File: src/rtl/digit_encoder.sv
// Digit-to-UART frame encoder.
// Latches four BCD-style digits on a send request, bit-reverses the 16-bit
// word and hands it to a byte-wide UART transmitter as two bytes, high first.
// Each byte waits for the transmitter's busy flag to rise and then fall.
// A transmitter that never acknowledges a byte aborts the frame and raises a
// sticky error.

module digit_encoder #(
  parameter int unsigned TIMEOUT = 1023
) (
  input  logic       clk,
  input  logic       reset,
  input  logic [3:0] digit0,
  input  logic [3:0] digit1,
  input  logic [3:0] digit2,
  input  logic [3:0] digit3,
  input  logic       send,
  input  logic       Tx_BUSY,
  output logic [7:0] Tx_DATA,
  output logic       Tx_WR,
  output logic       busy,
  output logic       done,
  output logic       error
);

  typedef enum logic [2:0] {
    StIdle,
    StWrHi,
    StWaitHiUp,
    StWaitHiDn,
    StWrLo,
    StWaitLoUp,
    StWaitLoDn,
    StFin
  } state_e;

  // Reset value of the digit latch: four blank digits.
  localparam logic [15:0] BlankWord  = 16'hBBBB;
  localparam logic [15:0] TimeoutVal = 16'(TIMEOUT);

  state_e      state_q, state_d;
  logic [15:0] word_q, word_d;
  logic [15:0] word_rev;
  logic [15:0] cnt_q, cnt_d;
  logic [15:0] cnt_inc;
  logic        timeout_hit;
  logic [7:0]  tx_data_q, tx_data_d;
  logic        tx_wr_q, tx_wr_d;
  logic        error_q, error_d;

  // Bit-reverse the latched word so the receiver rebuilds the digits.
  always_comb begin
    word_rev = '0;
    for (int i = 0; i < 16; i++) begin
      word_rev[i] = word_q[15-i];
    end
  end

  // Saturating increment of the acknowledge-wait counter.
  always_comb begin
    cnt_inc     = (cnt_q == 16'hFFFF) ? cnt_q : cnt_q + 16'd1;
    timeout_hit = (cnt_inc >= TimeoutVal);
  end

  // State register.
  always_ff @(posedge clk) begin
    if (reset) begin
      state_q <= StIdle;
    end else begin
      state_q <= state_d;
    end
  end

  // Next-state logic.
  always_comb begin
    state_d = state_q;
    unique case (state_q)
      StIdle: begin
        if (send) state_d = StWrHi;
      end
      StWrHi: begin
        if (!Tx_BUSY) state_d = StWaitHiUp;
      end
      StWaitHiUp: begin
        if (Tx_BUSY)          state_d = StWaitHiDn;
        else if (timeout_hit) state_d = StIdle;
      end
      StWaitHiDn: begin
        if (!Tx_BUSY) state_d = StWrLo;
      end
      StWrLo: begin
        if (!Tx_BUSY) state_d = StWaitLoUp;
      end
      StWaitLoUp: begin
        if (Tx_BUSY)          state_d = StWaitLoDn;
        else if (timeout_hit) state_d = StIdle;
      end
      StWaitLoDn: begin
        if (!Tx_BUSY) state_d = StFin;
      end
      StFin: begin
        // A send seen here is deliberately dropped; only IDLE accepts.
        state_d = StIdle;
      end
      default: state_d = StIdle;
    endcase
  end

  // Datapath next values: digit latch, strobe/byte, counter, sticky error.
  always_comb begin
    word_d    = word_q;
    tx_data_d = tx_data_q;
    tx_wr_d   = 1'b0;
    cnt_d     = cnt_q;
    error_d   = error_q;
    unique case (state_q)
      StIdle: begin
        if (send) begin
          word_d  = {digit3, digit2, digit1, digit0};
          error_d = 1'b0;
          cnt_d   = '0;
        end
      end
      StWrHi: begin
        if (!Tx_BUSY) begin
          tx_wr_d   = 1'b1;
          tx_data_d = word_rev[15:8];
          cnt_d     = '0;
        end
      end
      StWrLo: begin
        if (!Tx_BUSY) begin
          tx_wr_d   = 1'b1;
          tx_data_d = word_rev[7:0];
          cnt_d     = '0;
        end
      end
      StWaitHiUp, StWaitLoUp: begin
        if (!Tx_BUSY) begin
          cnt_d = cnt_inc;
          if (timeout_hit) error_d = 1'b1;
        end
      end
      default: ;
    endcase
  end

  // Datapath registers; strobe and byte are registered so they leave together.
  always_ff @(posedge clk) begin
    if (reset) begin
      word_q    <= BlankWord;
      tx_data_q <= 8'h00;
      tx_wr_q   <= 1'b0;
      cnt_q     <= '0;
      error_q   <= 1'b0;
    end else begin
      word_q    <= word_d;
      tx_data_q <= tx_data_d;
      tx_wr_q   <= tx_wr_d;
      cnt_q     <= cnt_d;
      error_q   <= error_d;
    end
  end

  // Outputs: busy/done decode directly from state so they switch together.
  always_comb begin
    Tx_DATA = tx_data_q;
    Tx_WR   = tx_wr_q;
    error   = error_q;
    done    = (state_q == StFin);
    busy    = (state_q != StIdle) && (state_q != StFin);
  end

  // A strobe is always followed by a wait state, never by another strobe.
  always_ff @(posedge clk) begin
    if (!reset) begin
      assert (!(tx_wr_q && tx_wr_d));
    end
  end

endmodule

File: config.mk
export PLATFORM = sky130hd
export DESIGN_NAME = digit_encoder
export DESIGN_NICKNAME = d
export VERILOG_FILES = /design/src/rtl/digit_encoder.sv
export SDC_FILE = /design/constraint.sdc
export NUM_CORES = 1
export LEC_CHECK = 0
export CAP_MARGIN = 25
export CORE_UTILIZATION = 40
export CTS_BUF_LIST = sky130_fd_sc_hd__clkbuf_4
export DETAILED_ROUTE_END_ITERATION = 7
export SLEW_MARGIN = 5
export SYNTH_ARGS = -nofsm -noshare
export SYNTH_HDL_FRONTEND = slang
export SYNTH_SLANG_ARGS = --single-unit
export TNS_END_PERCENT = 10
File: constraint.sdc
create_clock -name clk -period 4.8 [get_ports clk]
set_clock_uncertainty 0.2 [all_clocks]
set_input_delay 0.96 -clock clk [delete_from_list [all_inputs] [get_ports clk]]
set_output_delay 0.96 -clock clk [all_outputs]
set_load 0.01 [all_outputs]
== Yosys cells after proc, flatten, opt, wreduce, memory -nomap -nowiden ==
Cells that the tools add are included.
W data, S select, Z words.

* Add/sub/neg operators: 1
* $lt $le $gt $ge: 1
* Equality and inequality tests: 17
* Mux-type cells: 22
* Bitwise gates (word level): 1
* Reduce and logical (&&, ||, !) cells: 14

{| class="wikitable"
|+ Operators with widths
! cell !! count
|-
| $mux W16 || 4
|-
| $pmux W16 S3 || 1
|-
| $mux W3 || 8
|-
| $pmux W3 S8 || 1
|-
| $add A16 B1 Y16 const B || 1
|-
| $eq A16 B16 Y1 const B || 1
|-
| $ge A16 B10 Y1 const B || 1
|-
| $mux W8 || 2
|-
| $ne A2 B2 Y1 const B || 8
|-
| $pmux W8 S2 || 1
|-
| $eq A3 B3 Y1 const B || 4
|-
| $reduce_and A4 Y1 || 2
|-
| $eq A3 B2 Y1 const B || 2
|-
| $reduce_bool A3 Y1 || 2
|-
| $reduce_or A2 Y1 || 3
|-
| $reduce_and A5 Y1 || 1
|-
| $mux W1 || 4
|-
| $reduce_bool A2 Y1 || 2
|-
| $eq A3 B1 Y1 const B || 1
|-
| $logic_not A3 Y1 || 1
|-
| $ne A3 B3 Y1 const B || 1
|-
| $reduce_and A3 Y1 || 1
|-
| $pmux W1 S2 || 1
|-
| $reduce_and A2 Y1 || 1
|-
| other kinds (2) || 2
|}

* Flip-flop bits (word level): 45
* Bits of input ports: 20
* Output and inout bits: 12
* Logic and storage cells: 62

== Longest topological paths before layout ==
Gate-level depths: netlist of the first run.

* Word-level depth: 6
* Gate-level depth with buffers: 9
* Depth with buffers taken out: 7

== Worst setup path before layout of the first run ==
No wires, ideal clock.

* Kind: input-to-reg
* Start: input Tx_BUSY
* End: register cnt_q[9]
* Setup time: 0.091 ns
* Data arrival time: 2.384 ns
* Data required time: 4.509 ns
* Slack: 2.125 ns
* Cell stages on the path: 7
* Path buffers: 2
* Cell sequence: clkbuf_1 or3_1 and2_1 clkbuf_1 nor3_1 a31oi_1 a311oi_1

* Cells in the longest elaborated chain, start to end: 2
* Elaborated cells on any way between the ends: 3
* Classes of those cells: 2 x eq/ne; 1 x reduce/logical

{| class="wikitable"
|+ Ends and longest elaborated chain
! element !! RTL line !! RTL
|-
| start: declaration || 18 || <nowiki>input logic Tx_BUSY,</nowiki>
|-
| $ne A2 B2 Y1 (no line) || n/a ||
|-
| $reduce_and A4 Y1 (no line) * || n/a ||
|-
| end signal: assignment || 160 || <nowiki>cnt_q <= cnt_d;</nowiki>
|-
| end: declaration || 44 || <nowiki>logic [15:0] cnt_q, cnt_d;</nowiki>
|}

Mark *: on every way between the ends. The rest lies on a longest branch, timed or not.
A chain may end at the register's enable or synchronous reset.

== Worst setup path after layout of the first run ==
* Start: register state_q[0]
* End: output done

* Cells in the longest elaborated chain, start to end: 1

{| class="wikitable"
|+ Ends and longest elaborated chain
! element !! RTL line !! RTL
|-
| start: declaration || 41 || <nowiki>state_e state_q, state_d;</nowiki>
|-
| start signal: assignment || 68 || <nowiki>state_q <= StIdle;</nowiki>
|-
| start signal: assignment || 70 || <nowiki>state_q <= state_d;</nowiki>
|-
| $eq A3 B3 Y1 || 170 || <nowiki>done = (state_q == StFin);</nowiki>
|-
| end: declaration || 22 || <nowiki>output logic done,</nowiki>
|}

Every way passes these cells.

==> results of run 1 <==
-- cell usage after synthesis (all sizes together) (6+ instances only) --
library cell	count	area (µm²)
dfxtp	45	901
a21oi	35	179
nor2	32	120
o21ai	25	125
nand2	23	86.3
clkbuf	19	71.3
nor2b	15	93.8
nor3	15	75.1
a211o	12	105
mux2i	8	80.1
buf	6	30.0
nand4	6	58.8
-- power by group --
part | total [mW] | internal (mW) | switching, mW
Clock | 0.182 | 0.0555 | 0.127
Sequential | 0.522 | 0.446 | 0.0758
Combinational | 0.464 | 0.210 | 0.254
-- registers in the layout, summed over array words and instances, names as in the netlist --
| name | flops |
|---|---|
| Tx_DATA | 8 |
| state_q | 3 |
| word_q | 16 |
| Tx_WR | 1 |
| cnt_q | 16 |
| error | 1 |
-- per-layer routing --
metal	global-route usage (%)	vias up	share of wire [%]
li1	-	1143	-
met2	29.0	35	43
met5	0	-	0
met1	26.3	1055	53
met4	4.64	0	0.90
met3	3.64	5	3.5
-- worst register-to-register path, cell delays in order, from the launching register on --
cell     delay, ns
dfxtp_1       0.54
nand4_1       0.24
nor4_1        0.76
mux2i_1       0.26
nand4_1       0.25
or4_1         0.47
o21ai_1       0.12
-- path summary, 6_finish.rpt --
| kind | startpoint | to | slack [ns] | depth (start not counted) |
|---|---|---|---|---|
| hold / removal | Tx_DATA[0] | Tx_DATA[0] | 0.31 | 2 |
| setup reg to reg | cnt_q[2] | state_q[0] | 1.93 | 6 |
| setup / recovery | state_q[0] | done | 1.67 | 2 |
| hold reg to reg | Tx_DATA[0] | Tx_DATA[0] | 0.31 | 2 |
-- per-stage QoR --
| step | instances | total power, mW |
|---|---|---|
| floorplan | 308 | 0.850 |
| global placement | 391 | 0.989 |
| detailed placement | 391 | 0.990 |
| CTS | 399 | 1.18 |
| global route | 399 | 1.26 |
| finish | 399 | 1.17 |
-- cell families after synthesis --
group	count (synthesis)
flip-flops	45
adder cells (fa/ha/maj)	1
buffers and inverters	29
XOR/XNOR	5
AND/OR/NAND/NOR	127
multiplexers	8
AO/OA/AOI/OAI	93
-- layout make-up --
type                            instances  area share (%)
Sequential cell                        45            31.8
Clock buffer                            5            1.33
Inverter                                4           0.531
Timing Repair Buffer                   33            11.5
Clock inverter                          3           0.619
Tap cell                               75            3.32
Multi-Input combinational cell        234            50.9
==> run summary, run 1 <==
Slew @ Worst Pin = 0.939 ns
Crit path largest cell delay = 0.81 ns
Result of the run = completed
Synth Register Bits = 45
Clock buffer count from CTS = 5
Mux cell area share after synthesis = 3.27%
# Max-Cap Violations = 0
Yosys warns = 0
Crit path DAT = 1.97 ns
Worst setup EP type = primary output
Tmin final = 3.13 ns
Routed via count = 2,238
Post-Synth Simple-Gate Area = 29.4%
Post-synthesis cell type count = 50
Ports = 32
Crit Path Category = flop to primary output
Synth Flop Type = dfxtp_1
CTS tree = done
Synth Area in XOR/XNOR = 1.79%
Hold Buf Count CTS = 0
CP top delay family = flip-flops
Worst path cell trace = and3_1 > clkdlybuf4s50_1
Synth Area in Compound Gates = 23.5%
VDD IR max = 0.249 mV
Unrepaired setup endpoints after global routing = no
Area taken by multi-input logic gates = 1440 µm²
Post-place setup slack = 1.40 ns
Post-CTS Setup Bufs = 0
Die Width = 80.3 µm
Total GRT Usage = 18.7%
Initial antenna violation count = 0
Placer Congestion = 0.828
Slowest CP cell = dfxtp_1
H-tree depth = 2
Adder-Cell Fraction of Synth Area = 0.511%
Req. time, crit path = 3.64 ns
Iteration-0 DRC Markers = 135
FF/Latch Area = 901 µm²
CTS Sinks = 45
WL per Instance = 14.2 µm
Worst hold margin = 0.308 ns
ANT nets after route = 0
Residual DRC = 0
Syn Inst Count = 308
FP Rows = 28
Cell Area, Synth = 2450 µm²
# diodes = 0
Syn_area_per_cell = 7.95 µm²
Final setup margin = 1.67 ns
First-pass GRT wire length = 9.49 mm
NumNets Final = 344
Fin area = 2830 µm²
Fillers = 620
Critical path launch point type = flop
WL final = 5.65 mm
Die area = 6440 µm²
Share of layout cells above drive strength 1 = 6.48%
Largest net degree at the start of global routing = 30
Worst-path maximum fanout = 20
Post-synthesis sequential area ratio = 36.8%
Final hold violation count = 0
Leakage power = 0.934 nW
Gates resized, CTS repair = 0
Clock root buffer = clkbuf_4
Most common cell after layout, fill and taps aside = dfxtp_1
P&R area growth vs syn = 15.5%
First-pass iteration count of the detailed router = 4
EDFF count, synth = 0
Fin crit share = 65.2%
Max Fclk = 0.319 GHz
Syn_nets = 329
Placed inst area = 2770 µm²
Core Region = 5920 µm²
Initial core utilization = 41.4%
Power Dens Cells = 413 nW/µm²
CTS Buffer Depth = 2
Clk Latency, worst-skew pair = 0.36 ns
Die H = 80.3 µm
Most frequent cells in the layout = dfxtp_1, a21oi_1, nor2_1, clkdlybuf4s50_1
Core occupancy in the finished layout = 47.8%
Endpoints failing setup = 0
Setup_tns = 0 ns
Largest family of logic cells by synthesized area = simple AND/OR/NAND/NOR gates
Worst hold path class = flop to flop
Vias per inst = 5.61
GRT overflow = 0
Ys async rst share = 0%
Clock transition at the registers of the reported paths = 0.14 ns
Hpwl dp = 3.85 mm
# port buffers = 31
Worst slew margin = 37.2%
Vias in the first global route = 1,969
Buffers & Inverters on Critical Path = 1
Max Slew Vio Count = 0
Power figures use the tool's default switching activity.
==> run 2: changes to the inputs <==
- clock period: 4.8 -> 2.8 ns (I/O delays scaled with it)
==> run 2 against run 1 <==
Hold slack worse by 0.0025 ns. Routed wire length grew 4.3%. Global-route usage grew 0.70 points. Sequential power up 63%. Final cell count is 2.8% higher. First-iteration DRC count shrank 13%. Total power up 87%. Clock-buffer cell count unchanged. Highest routed layer unchanged.
==> run summary, run 2 (synthesis gave the netlist of run 1 again) <==
Worst hold margin = 0.306 ns
Ports = 32
Initial core utilization = 41.4%
Tmin final = 2.62 ns
Vias in the first global route = 2,065
GRT overflow = 0
Routed via count = 2,300
WL per Instance = 14.4 µm
Clk Latency, worst-skew pair = 0.37 ns
Initial antenna violation count = 0
P&R area growth vs syn = 20.3%
Iteration-0 DRC Markers = 117
Leakage power = 1.00 nW
Vias per inst = 5.61
NumNets Final = 355
Die Width = 80.3 µm
# Max-Cap Violations = 0
Total GRT Usage = 19.4%
Result of the run = completed
Post-CTS Setup Bufs = 0
Max Slew Vio Count = 0
Final hold violation count = 0
VDD IR max = 0.500 mV
# diodes = 0
Clock buffer count from CTS = 5
Post-place setup slack = 0.136 ns
Worst setup EP type = flop
First-pass iteration count of the detailed router = 5
Overall power = 2.19 mW
# port buffers = 31
H-tree depth = 2
Most frequent cells in the layout = dfxtp_1, a21oi_1, nor2_1, clkdlybuf4s50_1
Crit Path Category = flop to flop
Hpwl dp = 4.09 mm
Gates resized, CTS repair = 0
Share of layout cells above drive strength 1 = 9.85%
Worst slew margin = 54.8%
Placer Congestion = 0.862
Fin area = 2950 µm²
Die area = 6440 µm²
FP Rows = 28
CTS Sinks = 45
CTS Buffer Depth = 2
Slew @ Worst Pin = 0.676 ns
Worst hold path class = flop to flop
Req. time, crit path = 2.90 ns
Setup_tns = 0 ns
First-pass GRT wire length = 9.76 mm
Clock root buffer = clkbuf_4
Fin crit share = 93.4%
Power Dens Cells = 742 nW/µm²
Die H = 80.3 µm
Hold Buf Count CTS = 0
Unrepaired setup endpoints after global routing = no
Residual DRC = 0
Placed inst area = 2860 µm²
Endpoints failing setup = 0
Clock transition at the registers of the reported paths = 0.15 ns
Most common cell after layout, fill and taps aside = dfxtp_1
CTS tree = done
WL final = 5.89 mm
Final setup margin = 0.184 ns
Largest net degree at the start of global routing = 30
Crit path DAT = 2.72 ns
ANT nets after route = 0
Core Region = 5920 µm²
Max Fclk = 0.382 GHz
Critical path launch point type = flop
Worst-path maximum fanout = 9
run 2: changes by cell type in the layout (fill, tap and decap cells not counted), sizes merged:
cell,previous run,this run
buf,2,13
clkinv,2,0
inv,4,6
bufinv,0,1
clkinvlp,1,0
run 2: cell type report:
type                            instances  area [µm²]
Clock inverter                          3        47.5
Tap cell                               75        93.8
Timing Repair Buffer                   44         408
Multi-Input combinational cell        234        1450
Inverter                                4        15.0
Clock buffer                            5        37.5
Fill cell                             588        2970
Sequential cell                        45         901
run 2: where the power goes:
group	internal, mW	total, mW	switching (mW)
Clock	0.195	0.427	0.233
Sequential	0.766	0.853	0.0878
Combinational	0.410	0.906	0.496
run 2: metal layers:
layer / vias to the layer above / GRT usage [%] / part of all wire [%]
li1: 1164 / - / -
met1: 1050 / 26.3 / 49
met2: 74 / 30.1 / 44
met3: 12 / 4.43 / 5.9
met4: 0 / 6.25 / 1.7
met5: - / 0 / 0
run 2: critical path, cell delays in order (launching register included):
cell	delay, ns
dfxtp_1	0.46
ha_1	0.36
nand3_4	0.18
nor4_2	0.38
mux2i_1	0.22
nand4_1	0.19
or4_1	0.45
o21ai_1	0.12
run 2: final timing paths:
check                                start    endpoint  slack [ns]  cells after the start
worst max-delay path              cnt_q[0]  state_q[0]        0.18                      7
worst min-delay path            Tx_DATA[0]  Tx_DATA[0]        0.31                      2
worst max register to register    cnt_q[0]  state_q[0]        0.18                      7
worst min register to register  Tx_DATA[0]  Tx_DATA[0]        0.31                      2
run 2: per-stage QoR:
stage,utilization (%),std cells
floorplan,-,308
global placement,48.2,402
detailed placement,48.2,402
CTS,49.7,410
global route,49.8,410
finish,49.8,410
==> variant 1, RTL diff (settings of run 2) <==
Change the parameter `TIMEOUT` from 1023 to 511.
--- a/src/rtl/digit_encoder.sv
+++ b/src/rtl/digit_encoder.sv
@@ -6,7 +6,7 @@
 // sticky error.
 
 module digit_encoder #(
-  parameter int unsigned TIMEOUT = 1023
+  parameter int unsigned TIMEOUT = 511
 ) (
   input  logic       clk,
   input  logic       reset,
Behaviour: same outputs for any inputs over 10 cycles, from zero or initial values and one cycle with reset high; that may be too few to reach the edited logic, so the function may still have changed.
==> variant 1 against run 2 <==
Combinational power down 7.2%. Setup slack better by 0.052 ns. Critical path depth down 5. Sequential share of layout area up 0.38 points. Cell area down 1.2%. Wire length down 3.8%. Sequential cell count unchanged. Cell count down 3.2%. Area after synthesis down 2.2%. Fmax up 2.0%. Power down 2.1%. Worst hold slack better by 0.0012 ns. Count of clock-buffer cells in the layout unchanged. Clock power up 1%. Largest cell class unchanged.
==> variant 1: results <==
group,metric,value,unit
run_status,status,"finished clean",
synthesis,syn-num-nets,317,
detailed_routing,drt_iter0_markers,101,
pwr,peakVddDrop,0.000467,V
placement,gp_congestion,0.834,
cts,clock_latency,0.37,ns
final_layout,multi_input_gates,222,
cts,htree_levels,2,
placement,placedCellCount,389,
sta,worst_pin_slew,0.562,ns
grt,grt_max_degree,34,
placement,placedInstanceArea,2810,sq um
placement,io_buffers,31,
pwr,p_leak,0.962,nW
synthesis,synth_edf_count,0,
final_layout,n_fill_cell,566,
synthesis,synth.area.top_cells,"dfxtp_1 38%, nor2_1 6.6%, a21oi_1 5.4%",
setup_path,critPathArrivalTime,1.80,ns
detailed_routing,wirelength,5670,um
detailed_routing,vias,2161,
final_layout,nNonClkBuffers,42,
setup_path,cp_max_fo,15,
final_layout,num_antenna_cells,0,
synthesis,seq_area_frac_synth,37.6,%
placement,dpl.hpwl,3890,um
final_layout,drive_above_1_share,9.23,%
setup_path,cpPeakStageDelay,0.63,ns
placement,pre_cts_slack,0.151,ns
detailed_routing,first_pass_iters,6,
final_layout,finalNetCount,345,
final_layout,clock_area_share,3.01,%
synthesis,synth_area_per_cell,8.09,sq um
final_layout,layout.cells.non_filler,397,
final_layout,multi_input_comb_area,1400,sq um
final_layout,inv_count,8,
grt,track_usage,19.5,%
setup_path,timing.critical_path.max_delay_family,"flip-flops",
grt,first_global_vias,2012,
final_layout,finish.utilization,51.6,%
grt,grt_pass1_wl,9560,um
synthesis,synthTopCellsByCount,"45 x dfxtp_1, 42 x nor2_1, 26 x a21oi_1, 18 x nor3_1, 17 x clkbuf_1",
final_layout,buf_share,13.9,%
## variant 1: changes by cell type after synthesis, moves of 4 or more
| cell | change |
|---|---|
| nand2_1 | -13 |
| o21ai_0 | -13 |
| nor2_1 | +10 |
| a21oi_1 | -8 |
| mux2i_1 | +5 |
| inv_1 | +4 |
## variant 1: where the power goes
| group | internal, W | leakage (nW) | switching (W) |
|---|---|---|---|
| clock | 0.000196 | 0.0473 | 0.000237 |
| sequential | 0.000763 | 0.367 | 0.000104 |
| combinational | 0.000403 | 0.547 | 0.000438 |
| total | 0.00136 | 0.962 | 0.000779 |
## variant 1: final timing paths
check / start / to / slack (ns)
max reg2reg: cnt_q[0]$_SDFFE_PP0P_ / state_q[2]$_SDFFE_PP0P_ / 0.25
min reg2reg: Tx_DATA[3]$_SDFFE_PP0P_ / Tx_DATA[3]$_SDFFE_PP0P_ / 0.31
max: state_q[1]$_SDFFE_PP0P_ / done / 0.24
min: Tx_DATA[3]$_SDFFE_PP0P_ / Tx_DATA[3]$_SDFFE_PP0P_ / 0.31
## variant 1: kinds of logic after synthesis
logic type      synth area share [%]
fa+ha+maj                      0.522
simple gates                    29.0
xor+xnor                        1.10
compound gates                  21.5
buf+inv                         4.75
mux                             5.43
flops                           37.6
## variant 1: worst reg2reg max path, stage by stage, from the launching register on
cell	delay, ns
dfxtp_1	0.44
ha_2	0.29
nand4_4	0.19
nor3_1	0.40
or3_1	0.17
o2111ai_1	0.18
or4_1	0.50
o22ai_1	0.12
## variant 1: per-layer routing
layer | vias up | global-route usage, % | routed length [um]
li1 | 1130 | - | -
met1 | 999 | 25.5 | 2930
met2 | 28 | 32.0 | 2520
met3 | 4 | 3.89 | 171
met4 | 0 | 6.00 | 47
met5 | - | 0 | 0
==> variant 2, RTL diff (config.mk and constraints of run 2) <==
Made on the original files. The 8 states of `state_e` get a one-hot encoding in 8 bits.
--- a/src/rtl/digit_encoder.sv
+++ b/src/rtl/digit_encoder.sv
@@ -23,15 +23,15 @@
   output logic       error
 );
 
-  typedef enum logic [2:0] {
-    StIdle,
-    StWrHi,
-    StWaitHiUp,
-    StWaitHiDn,
-    StWrLo,
-    StWaitLoUp,
-    StWaitLoDn,
-    StFin
+  typedef enum logic [7:0] {
+    StIdle     = 8'b00000001,
+    StWrHi     = 8'b00000010,
+    StWaitHiUp = 8'b00000100,
+    StWaitHiDn = 8'b00001000,
+    StWrLo     = 8'b00010000,
+    StWaitLoUp = 8'b00100000,
+    StWaitLoDn = 8'b01000000,
+    StFin      = 8'b10000000
   } state_e;
 
   // Reset value of the digit latch: four blank digits.
Function: no difference found for any inputs over 10 cycles, from zero or initial values and one cycle with reset high; not proved beyond that.
==> variant 2 against run 2 <==
Synthesized cell count increased by 5.2%. Area after synthesis increased by 10%. Setup slack got worse by 0.0032 ns. Highest routed layer unchanged. Wire length increased by 3.1%. Sequential cell count increased by 5. Cell count increased by 4.4%. Cell area increased by 6.5%.
Power is not compared: it rests on default switching activity, and its combinational part moved more than twofold at a synthesized area within 25%.
==> variant 2: results <==
group,metric,value,unit
run_status,status,"finished clean",
synthesis,ys_types,60,
detailed_routing,wirelength,6070,um
synthesis,synth_area_per_cell,8.35,sq um
detailed_routing,drt_iter0_markers,171,
placement,gp_congestion,0.887,
min_path,hp-class,"reg2reg",
synthesis,synth_edf_count,0,
synthesis,yosysWarningCount,0,
detailed_routing,vias_per_cell,5.70,
grt,grt_max_degree,40,
cts,ctsRootBufferMaster,"clkbuf_4",
setup_path,critPathArrivalTime,1.86,ns
pwr,p_leak,1.10,nW
synthesis,syn-num-nets,345,
final_layout,n_fill_cell,631,
setup_path,r2r_slack,0.23,ns
sta,hold_viol,0,
final_layout,reg_top3,"cnt_q x16, word_q x16",
cts,cts.sinks,50,
setup_path,worstReg2RegStart,"cnt_q[1]$_SDFFE_PP0P_",
final_layout,finalNetCount,371,
cts,postCtsSetupBuffers,0,
detailed_routing,antenna_left,0,
final_layout,drive_above_1_share,11.1,%
min_path,hold_depth,2,
setup_path,startpoint,"state_q[3]$_SDFFE_PP0P_",
cts,cts_buffers,5,
pwr,peakVddDrop,0.000184,V
cts,cts_resized,0,
sta,worst_pin_slew,0.474,ns
setup_path,critPathCapture,"done",
cts,clock_latency,0.36,ns
grt,track_usage,17.7,%
placement,placedCellCount,420,
grt,first_global_vias,2211,
cts,cts_max_path_buffers,2,
min_path,whs_endpoint,"word_q[10]$_SDFFE_PP0P_",
placement,io_buffers,31,
setup_path,cp_max_fo,8,
cts,htree_levels,2,
setup_path,r2r_end,"state_q[0]$_SDFFE_PP1P_",
grt,grt_pass1_wl,10400,um
placement,dpl.hpwl,4290,um
synthesis,async_reset_ff_share,0,%
setup_path,reg2regPathDepth,7,
grt,antenna_found_initial,0,
synthesis,synth.area.top_cells,"dfxtp_1 37%, nand2_1 6.9%, a21oi_1 5.2%",
min_path,hp-start,"word_q[10]$_SDFFE_PP0P_",
cts,clk_pin_slew_worst_paths,0.15,ns
final_layout,num_antenna_cells,0,
final_layout,layout.cells.non_filler,428,
synthesis,synthTopCellsByCount,"50 x dfxtp_1, 50 x nand2_1, 29 x nor2_1, 28 x a21oi_1, 14 x nand3b_1",
synthesis,seq_area_frac_synth,37.0,%
detailed_routing,first_pass_iters,4,
-- variant 2: cell count changes after synthesis, sizes merged, moves of 7 or more --
cell	change
nor3	-10
a211oi	+11
a211o	-12
buf	+8
o21ai	-14
a21oi	-7
clkbuf	-8
nand3b	+13
nand2	+28
nor2b	-11
-- variant 2: final cells by class --
| class | instances | area share (%) |
|---|---|---|
| clock buffers | 5 | 1.20 |
| well taps | 77 | 3.07 |
| flip-flops and latches | 50 | 31.9 |
| clock inverters | 3 | 1.40 |
| inverters | 3 | 0.359 |
| multi-input cells | 246 | 48.6 |
| repair buffers | 44 | 13.4 |
-- variant 2: power breakdown --
group	total, W	switching, W	leakage [nW]	internal [W]
clock	0.000427	0.000237	0.0456	0.000190
sequential	0.000762	0.0000182	0.407	0.000744
combinational	0.000203	0.000108	0.646	0.0000948
-- variant 2: critical path, stage by stage (launching register included) --
cell             delay (ns)
dfxtp_1                0.41
nor2_1                 0.29
nand3_1                0.14
nor2b_1                0.12
clkdlybuf4s50_1        0.54
-- variant 2: cell families (layout without fill, tap and decap cells) --
group	after synthesis	count (layout)	share of synthesized area (%)
mux	10	10	3.70
xor+xnor	5	5	1.62
fa+ha+maj	1	1	0.462
buf+inv	28	55	6.70
compound gates	79	79	19.3
flops	50	50	37.0
simple gates	151	151	31.2
-- variant 2: per-stage QoR --
step	hold WS [ns]	cell area, sq um	worst slack, ns
after floorplan	0.236	2710	0.407
after global placement	0.243	3050	0.271
after detailed placement	0.250	3050	0.191
after CTS	0.269	3130	0.135
after global routing	0.283	3140	0.0250
final	0.264	3140	0.181
-- variant 2: routing by layer --
layer | GRT usage [%] | part of all wire (%)
met5 | 0 | 0
met4 | 5.17 | 0.82
met3 | 3.34 | 4.0
met2 | 31.1 | 49
met1 | 22.0 | 46
